==> config.mk <==
export PLATFORM = sky130hd
export DESIGN_NAME = dmem_responder_flat
export DESIGN_NICKNAME = d
export VERILOG_FILES = /design/src/rtl/dmem_responder_if.sv /design/src/rtl/dmem_responder.sv /design/src/flat_wrapper.sv
export SDC_FILE = /design/constraint.sdc
export NUM_CORES = 2
export LEC_CHECK = 0
export ABC_CLOCK_PERIOD_IN_PS = 18500
export CAP_MARGIN = 20
export CORE_ASPECT_RATIO = 1.5
export CORE_MARGIN = 1.5
export CORE_UTILIZATION = 40
export DETAILED_ROUTE_END_ITERATION = 8
export PLACE_DENSITY = 0.52
export SLEW_MARGIN = 15
export SYNTH_ARGS = -nofsm -noshare
export SYNTH_HDL_FRONTEND = slang
export SYNTH_SLANG_ARGS = --single-unit
==> constraint.sdc <==
create_clock -name clk -period 18.5 [get_ports clk]
set_clock_uncertainty 0.05 [all_clocks]
set_input_delay 3.7 -clock clk [delete_from_list [all_inputs] [get_ports clk]]
set_output_delay 3.7 -clock clk [all_outputs]
set_load 0.01 [all_outputs]
==> src/rtl/dmem_responder_if.sv <==
// Load/store port between the core (master) and the data memory (slave).
interface dmem_responder_if;
    logic        req;
    logic        ready;
    logic        we;
    logic [1:0]  size;
    logic        unsigned_ld;
    logic [31:0] addr;
    logic [31:0] wdata;
    logic        rvalid;
    logic [31:0] rdata;
    logic        misalign;

    modport master (
        output req, we, size, unsigned_ld, addr, wdata,
        input  ready, rvalid, rdata, misalign
    );

    modport slave (
        input  req, we, size, unsigned_ld, addr, wdata,
        output ready, rvalid, rdata, misalign
    );
endinterface

==> src/rtl/dmem_responder.sv <==
// Data-memory responder for the core's load/store port: one request at a
// time, fixed access latency, byte/halfword lanes with sign/zero extension,
// byte-enabled stores into an internal word array.
module dmem_responder #(
    parameter int unsigned DEPTH_WORDS = 64,
    parameter int unsigned LATENCY     = 2
) (
    input  logic              clk,
    input  logic              reset,
    dmem_responder_if.slave   bus
);

    localparam int unsigned AW = $clog2(DEPTH_WORDS);
    localparam int unsigned CW = $clog2(LATENCY + 1);

    typedef enum logic [1:0] {
        IDLE = 2'd0,
        BUSY = 2'd1,
        RESP = 2'd2
    } state_t;

    state_t          state, state_next;
    logic [CW-1:0]   cnt, cnt_next;
    logic            accept;
    logic            enter_resp;

    // request fields captured at accept
    logic            lat_we;
    logic [1:0]      lat_size;
    logic            lat_uns;
    logic [AW+1:0]   lat_addr;
    logic [31:0]     lat_wdata;

    // fields of the transaction being served this cycle
    logic            op_we;
    logic [1:0]      op_size;
    logic            op_uns;
    logic [AW+1:0]   op_addr;
    logic [31:0]     op_wdata;

    logic [AW-1:0]   op_idx;
    logic            op_mis;
    logic [3:0]      op_be;
    logic [31:0]     op_wlanes;
    logic [31:0]     op_word;
    logic [31:0]     op_load;
    logic [7:0]      ld_byte;
    logic [15:0]     ld_half;

    logic [31:0]     mem [DEPTH_WORDS];

    logic [31:0]     rdata_q;
    logic            mis_q;

    logic            unused_addr_hi;

    // address bits above the array size wrap and are deliberately ignored
    assign unused_addr_hi = ^bus.addr[31:AW+2];

    // state and latency counter register
    always_ff @(posedge clk) begin
        if (reset) begin
            state <= IDLE;
            cnt   <= '0;
        end else begin
            state <= state_next;
            cnt   <= cnt_next;
        end
    end

    // next-state logic, accept strobe and the strobe for the commit edge
    always_comb begin
        state_next = state;
        cnt_next   = cnt;
        accept     = 1'b0;
        enter_resp = 1'b0;
        case (state)
            IDLE: begin
                if (bus.req) begin
                    accept = 1'b1;
                    if (LATENCY == 1) begin
                        state_next = RESP;
                        enter_resp = 1'b1;
                    end else begin
                        state_next = BUSY;
                        cnt_next   = CW'(LATENCY - 2);
                    end
                end
            end
            BUSY: begin
                if (cnt == '0) begin
                    state_next = RESP;
                    enter_resp = 1'b1;
                end else begin
                    cnt_next = cnt - CW'(1);
                end
            end
            RESP: begin
                state_next = IDLE;
            end
            default: begin
                state_next = IDLE;
            end
        endcase
    end

    // capture the request fields on accept
    always_ff @(posedge clk) begin
        if (reset) begin
            lat_we    <= 1'b0;
            lat_size  <= '0;
            lat_uns   <= 1'b0;
            lat_addr  <= '0;
            lat_wdata <= '0;
        end else if (accept) begin
            lat_we    <= bus.we;
            lat_size  <= bus.size;
            lat_uns   <= bus.unsigned_ld;
            lat_addr  <= bus.addr[AW+1:0];
            lat_wdata <= bus.wdata;
        end
    end

    // With LATENCY=1 the commit edge is the accept edge itself, so the
    // live bus fields are used while IDLE and the captured ones afterwards.
    always_comb begin
        if (state == IDLE) begin
            op_we    = bus.we;
            op_size  = bus.size;
            op_uns   = bus.unsigned_ld;
            op_addr  = bus.addr[AW+1:0];
            op_wdata = bus.wdata;
        end else begin
            op_we    = lat_we;
            op_size  = lat_size;
            op_uns   = lat_uns;
            op_addr  = lat_addr;
            op_wdata = lat_wdata;
        end
    end

    // alignment check, byte enables and lane-replicated store data
    always_comb begin
        op_idx    = op_addr[AW+1:2];
        op_mis    = 1'b0;
        op_be     = '0;
        op_wlanes = '0;
        case (op_size)
            2'b00: begin
                op_be     = 4'b0001 << op_addr[1:0];
                op_wlanes = {4{op_wdata[7:0]}};
            end
            2'b01: begin
                op_wlanes = {2{op_wdata[15:0]}};
                if (op_addr[0]) begin
                    op_mis = 1'b1;
                end else begin
                    op_be = op_addr[1] ? 4'b1100 : 4'b0011;
                end
            end
            2'b10: begin
                op_wlanes = op_wdata;
                if (op_addr[1:0] != 2'b00) begin
                    op_mis = 1'b1;
                end else begin
                    op_be = 4'b1111;
                end
            end
            default: begin
                op_mis = 1'b1;
            end
        endcase
    end

    // load lane selection and sign/zero extension
    always_comb begin
        op_word = mem[op_idx];
        op_load = '0;
        ld_byte = '0;
        ld_half = '0;
        case (op_addr[1:0])
            2'd0:    ld_byte = op_word[7:0];
            2'd1:    ld_byte = op_word[15:8];
            2'd2:    ld_byte = op_word[23:16];
            default: ld_byte = op_word[31:24];
        endcase
        ld_half = op_addr[1] ? op_word[31:16] : op_word[15:0];
        if (!op_mis) begin
            case (op_size)
                2'b00:   op_load = op_uns ? {24'h0, ld_byte} : {{24{ld_byte[7]}}, ld_byte};
                2'b01:   op_load = op_uns ? {16'h0, ld_half} : {{16{ld_half[15]}}, ld_half};
                2'b10:   op_load = op_word;
                default: op_load = '0;
            endcase
        end
    end

    // byte-enabled store, committed on the edge that enters RESP
    always_ff @(posedge clk) begin
        if (!reset && enter_resp && op_we && !op_mis) begin
            for (int unsigned b = 0; b < 4; b++) begin
                if (op_be[b]) begin
                    mem[op_idx][8*b +: 8] <= op_wlanes[8*b +: 8];
                end
            end
        end
    end

    // response data registered on the commit edge, zero at all other times
    always_ff @(posedge clk) begin
        if (reset) begin
            rdata_q <= '0;
            mis_q   <= 1'b0;
        end else if (enter_resp) begin
            rdata_q <= op_we ? '0 : op_load;
            mis_q   <= op_mis;
        end else begin
            rdata_q <= '0;
            mis_q   <= 1'b0;
        end
    end

    assign bus.ready    = (state == IDLE);
    assign bus.rvalid   = (state == RESP);
    assign bus.rdata    = rdata_q;
    assign bus.misalign = mis_q;

endmodule

==> src/flat_wrapper.sv <==
// flat-port wrapper written by rule: the top's interface ports become plain ports
module dmem_responder_flat 
#(
    parameter int unsigned DEPTH_WORDS = 64,
    parameter int unsigned LATENCY     = 2
)
  (clk, reset, bus_req, bus_we, bus_size, bus_unsigned_ld, bus_addr, bus_wdata, bus_ready, bus_rvalid, bus_rdata, bus_misalign);
  dmem_responder_if bus_i ();
  input  logic clk;
  input  logic reset;
  input wire logic [$bits(bus_i.req)-1:0] bus_req;
  input wire logic [$bits(bus_i.we)-1:0] bus_we;
  input wire logic [$bits(bus_i.size)-1:0] bus_size;
  input wire logic [$bits(bus_i.unsigned_ld)-1:0] bus_unsigned_ld;
  input wire logic [$bits(bus_i.addr)-1:0] bus_addr;
  input wire logic [$bits(bus_i.wdata)-1:0] bus_wdata;
  output wire logic [$bits(bus_i.ready)-1:0] bus_ready;
  output wire logic [$bits(bus_i.rvalid)-1:0] bus_rvalid;
  output wire logic [$bits(bus_i.rdata)-1:0] bus_rdata;
  output wire logic [$bits(bus_i.misalign)-1:0] bus_misalign;
  assign bus_i.req = bus_req;
  assign bus_i.we = bus_we;
  assign bus_i.size = bus_size;
  assign bus_i.unsigned_ld = bus_unsigned_ld;
  assign bus_i.addr = bus_addr;
  assign bus_i.wdata = bus_wdata;
  assign bus_ready = bus_i.ready;
  assign bus_rvalid = bus_i.rvalid;
  assign bus_rdata = bus_i.rdata;
  assign bus_misalign = bus_i.misalign;
  dmem_responder #(.DEPTH_WORDS(DEPTH_WORDS), .LATENCY(LATENCY)) u_core (.clk(clk), .reset(reset), .bus(bus_i));
endmodule
==> flow_metrics.py <==
metrics = {
    "global_route": {
        "grt_pass1_wl_mm": 389,
        "overflow": 0,
        "grt-busiest-layer": "met2",
        "grt_max_degree": 115,
        "grt_use_total_pct": 26.6,
        "gr-usage-met3_pct": 3.26,
        "gr-usage-met1_pct": 32.6,
        "met2_usage_pct": 45.8,
        "antenna_found_initial": 7,
        "grt_pass1_vias": 50200,
    },
    "floorplan": {
        "initial_core_util_pct": 40.3,
        "design.core.area_um2": 202000,
        "dieHeight_um": 556,
        "die_w_um": 371,
        "die-area_um2": 206000,
        "fp-row-count": 202,
        "num_io_pins": 106,
    },
    "synth": {
        "syn_avg_cell_area_um2": 15.0,
        "synth.cells.most_frequent": "edfxtp_1, o22ai_1, nand2_1",
        "synth_top_area_cell": "edfxtp_1",
        "ys_ff_latch": 2129,
        "synthCells": 5424,
        "synth_nets": 5496,
        "synth_top_area_share_pct": 75.5,
        "synth_edf_count": 2048,
        "synth_cell_type_count": 86,
        "syn_area_um2": 81500,
        "async_flop_share_pct": 0,
        "synth-main-ff-cell": "edfxtp_1",
        "ys_seq_area_share_pct": 77.5,
        "synthTopCellsByArea": "edfxtp_1, o22ai_1, nand2_1",
        "ys_warn_count": 0,
        "yosysMostFrequentCell": "edfxtp_1",
    },
    "setup_path": {
        "crit_chain": "clkdlybuf4s50_1 > or3b_4 > nand2_8 > buf_4 > buf_12 > a211oi_1 > o41a_1 > nor4_1 > or4b_1 > o31ai_1 > mux2i_1 > nor4_4 > buf_4 > o21bai_1",
        "slowest_stage": "nor4_1",
        "cp_num_cells": 14,
        "startpoint_type": "input pin",
        "endpoint_kind": "register",
        "critPathArrivalTime_ns": 10.40,
        "cpPeakStageDelay_ns": 0.86,
        "crit_family": "simple AND/OR/NAND/NOR gates",
        "rr_startpoint": "u_core.state[1]$_SDFFE_PP0P_",
        "crit_type": "in -> reg",
        "cp_max_fo": 114,
        "r2r_slack_ns": 11.69,
        "reg2regPathDepth": 12,
        "crit_path_frequent_cell": "buf_4",
        "r2r_end": "u_core.bus.rdata[1]$_SDFF_PP0_",
        "crit_required_ns": 19.21,
        "crit_buf_inv": 4,
    },
    "detailed_routing": {
        "via_per_inst": 6.15,
        "drt_wl_total_mm": 279,
        "vias": 51600,
        "ant_nets": 0,
        "dr.pass1.iters": 5,
        "drc": 0,
        "drt_first_iter_violations": 5601,
        "wl_per_cell_um": 33.3,
    },
    "power_and_ir_drop": {
        "sw_frac_of_total_pct": 25.1,
        "p_clk_share_pct": 38.1,
        "power.leakage_nw": 29.2,
        "ir_drop_uv": 79.5,
        "power.density_nw_per_um2": 113,
        "power_frac_seq_pct": 51.6,
        "power_frac_comb_pct": 10.3,
        "p_switching_mw": 2.64,
        "intPower_mw": 7.88,
    },
    "timing": {
        "maxSlewViolCount": 0,
        "fmax_mhz": 103,
        "finalHoldViolations": 0,
        "tightest_slew_ns": 1.25,
        "maxSlewHeadroom_pct": 15.9,
        "finalCritPeriodShare_pct": 52.4,
        "setup_violations": 0,
        "period_needed_ns": 9.69,
        "setup_tns_ns": 0,
        "rsz0062_at_grt": "false",
    },
    "clock_tree": {
        "clock-sinks": 2129,
        "ctsResizeCount": 0,
        "clock_latency_ns": 0.85,
        "cts_buffers": 202,
        "root_buffer": "clkbuf_16",
        "cts_buffer_depth": 4,
        "clkTransAtPathRegs_ns": 0.06,
        "postCtsHoldBufs": 0,
        "htreeDepth": 4,
        "cts_tree": "built",
        "post_cts_buffers": 0,
    },
    "hold_path": {
        "hp-start": "u_core.lat_wdata[6]$_SDFFE_PP0P_",
        "min_to": "u_core.lat_wdata[6]$_SDFFE_PP0P_",
        "hold_depth": 2,
        "hp-class": "reg -> reg",
    },
    "place": {
        "portBuffers": 81,
        "placed_cell_area_um2": 86700,
        "place_congestion": 0.885,
        "hpwl_mm": 171,
    },
    "flow_run": {
        "max_cap_violations": 0,
    },
    "finish": {
        "fin_util_pct": 46.0,
        "nets": 5654,
        "design_area_um2": 92900,
        "drive_gt1_share_pct": 11.9,
        "area_growth_pct": 14.1,
    },
    "run_status": {
        "status": "finished clean",
    },
}
cell type report:
type / instances / area [um^2]
well taps: 2652 / 3320
fillers: 17700 / 109000
multi-input cells: 2876 / 17200
flip-flops and latches: 2129 / 63100
diodes: 8 / 20.0
clock buffers: 255 / 5370
clock inverters: 97 / 833
repair buffers: 366 / 3040
inverters: 7 / 27.5
cells by family after synthesis:
family	after synthesis	share of synthesized area, %
DFF	2129	77.5
and+or+nand+nor	1441	8.04
AOI/OAI and AO/OA	1323	10.7
buffers and inverters	419	2.38
muxes	110	1.37
xor gates and xnor gates	1	0.0108
adders and majority gates	1	0.0154
cell usage in the layout, fill, tap and decap left out, drive strengths merged, types with 13 or more instances in the layout:
| master | count |
|---|---|
| o22a | 18 |
| o22ai | 598 |
| nand3 | 172 |
| o21ai | 188 |
| edfxtp | 2048 |
| clkbuf | 255 |
| a31oi | 77 |
| nand4 | 14 |
| a211oi | 41 |
| a222oi | 15 |
| a21oi | 117 |
| mux2i | 100 |
| nor2 | 241 |
| a32oi | 20 |
| nor4 | 29 |
| o2111ai | 15 |
| and3 | 43 |
| nand2 | 516 |
| buf | 286 |
| clkinv | 73 |
| nor3 | 377 |
| o221ai | 84 |
| clkdlybuf4s50 | 80 |
| bufinv | 13 |
| o21bai | 16 |
| dfxtp | 81 |
| a2111oi | 16 |
worst register-to-register path, cell delays in order, from the launching register on:
cell       delay (ns)
dfxtp_1          0.95
or3b_4           0.78
nand2_8          0.56
buf_4            0.58
nand2_4          0.52
buf_4            0.73
o22ai_1          0.33
nor3_1           0.34
o22ai_1          0.30
a2111oi_0        0.56
nand4_1          0.35
o22ai_1          0.50
o31a_1           0.22
per-layer routing:
layer	vias to the layer above	wire (um)
li1	22000	-
met5	-	26
met4	4	16800
met3	556	17800
met2	2222	141000
met1	26800	104000
worst max path at each step:
| stage | from | endpoint | slack, ns |
|---|---|---|---|
| 4_1_cts | bus_addr[2] | u_core.bus.rdata[27]$_SDFF_PP0_ | 8.92 |
| 5_1_grt | bus_addr[2] | u_core.bus.rdata[27]$_SDFF_PP0_ | 8.79 |
| 6_report | bus_addr[2] | u_core.bus.rdata[27]$_SDFF_PP0_ | 8.81 |
| 3_3_place_gp | bus_addr[2] | u_core.bus.rdata[27]$_SDFF_PP0_ | 8.22 |
| 2_1_floorplan | bus_size[1] | u_core.mem[0][24]$_DFFE_PP_ | 10.73 |
| 3_5_place_dp | bus_addr[2] | u_core.bus.rdata[27]$_SDFF_PP0_ | 8.04 |
flip-flops by register name, indices dropped and copies added (netlist names), 2 cells and up:
signal and flops:
u_core.mem 2048, u_core.lat_size 2, u_core.state 2, u_core.lat_addr 8, u_core.bus.rdata 32, u_core.lat_wdata 32, u_core.cnt 2
power by group through the flow:
stage	Clock [mW]	Sequential, mW	Combinational, mW
floorplan	0	5.55	0.532
finish	4.01	5.43	1.09
global route	4.21	5.43	1.12
CTS	4.05	5.43	1.08
detailed placement	0	5.53	1.08
global placement	0	5.53	1.07
metrics by stage:
| step | worst slack (ns) | hold WS, ns | std cells | power, mW |
|---|---|---|---|---|
| 3_3_place_gp | 8.22 | 0.391 | 8022 | 6.60 |
| 5_1_grt | 8.79 | 0.421 | 8387 | 10.8 |
| 6_report | 8.81 | 0.403 | 8390 | 10.5 |
| 4_1_cts | 8.92 | 0.405 | 8381 | 10.6 |
| 3_5_place_dp | 8.04 | 0.396 | 8029 | 6.61 |
| 2_1_floorplan | 10.73 | 0.386 | 5424 | 6.08 |
(Power assumes the default switching activity.)
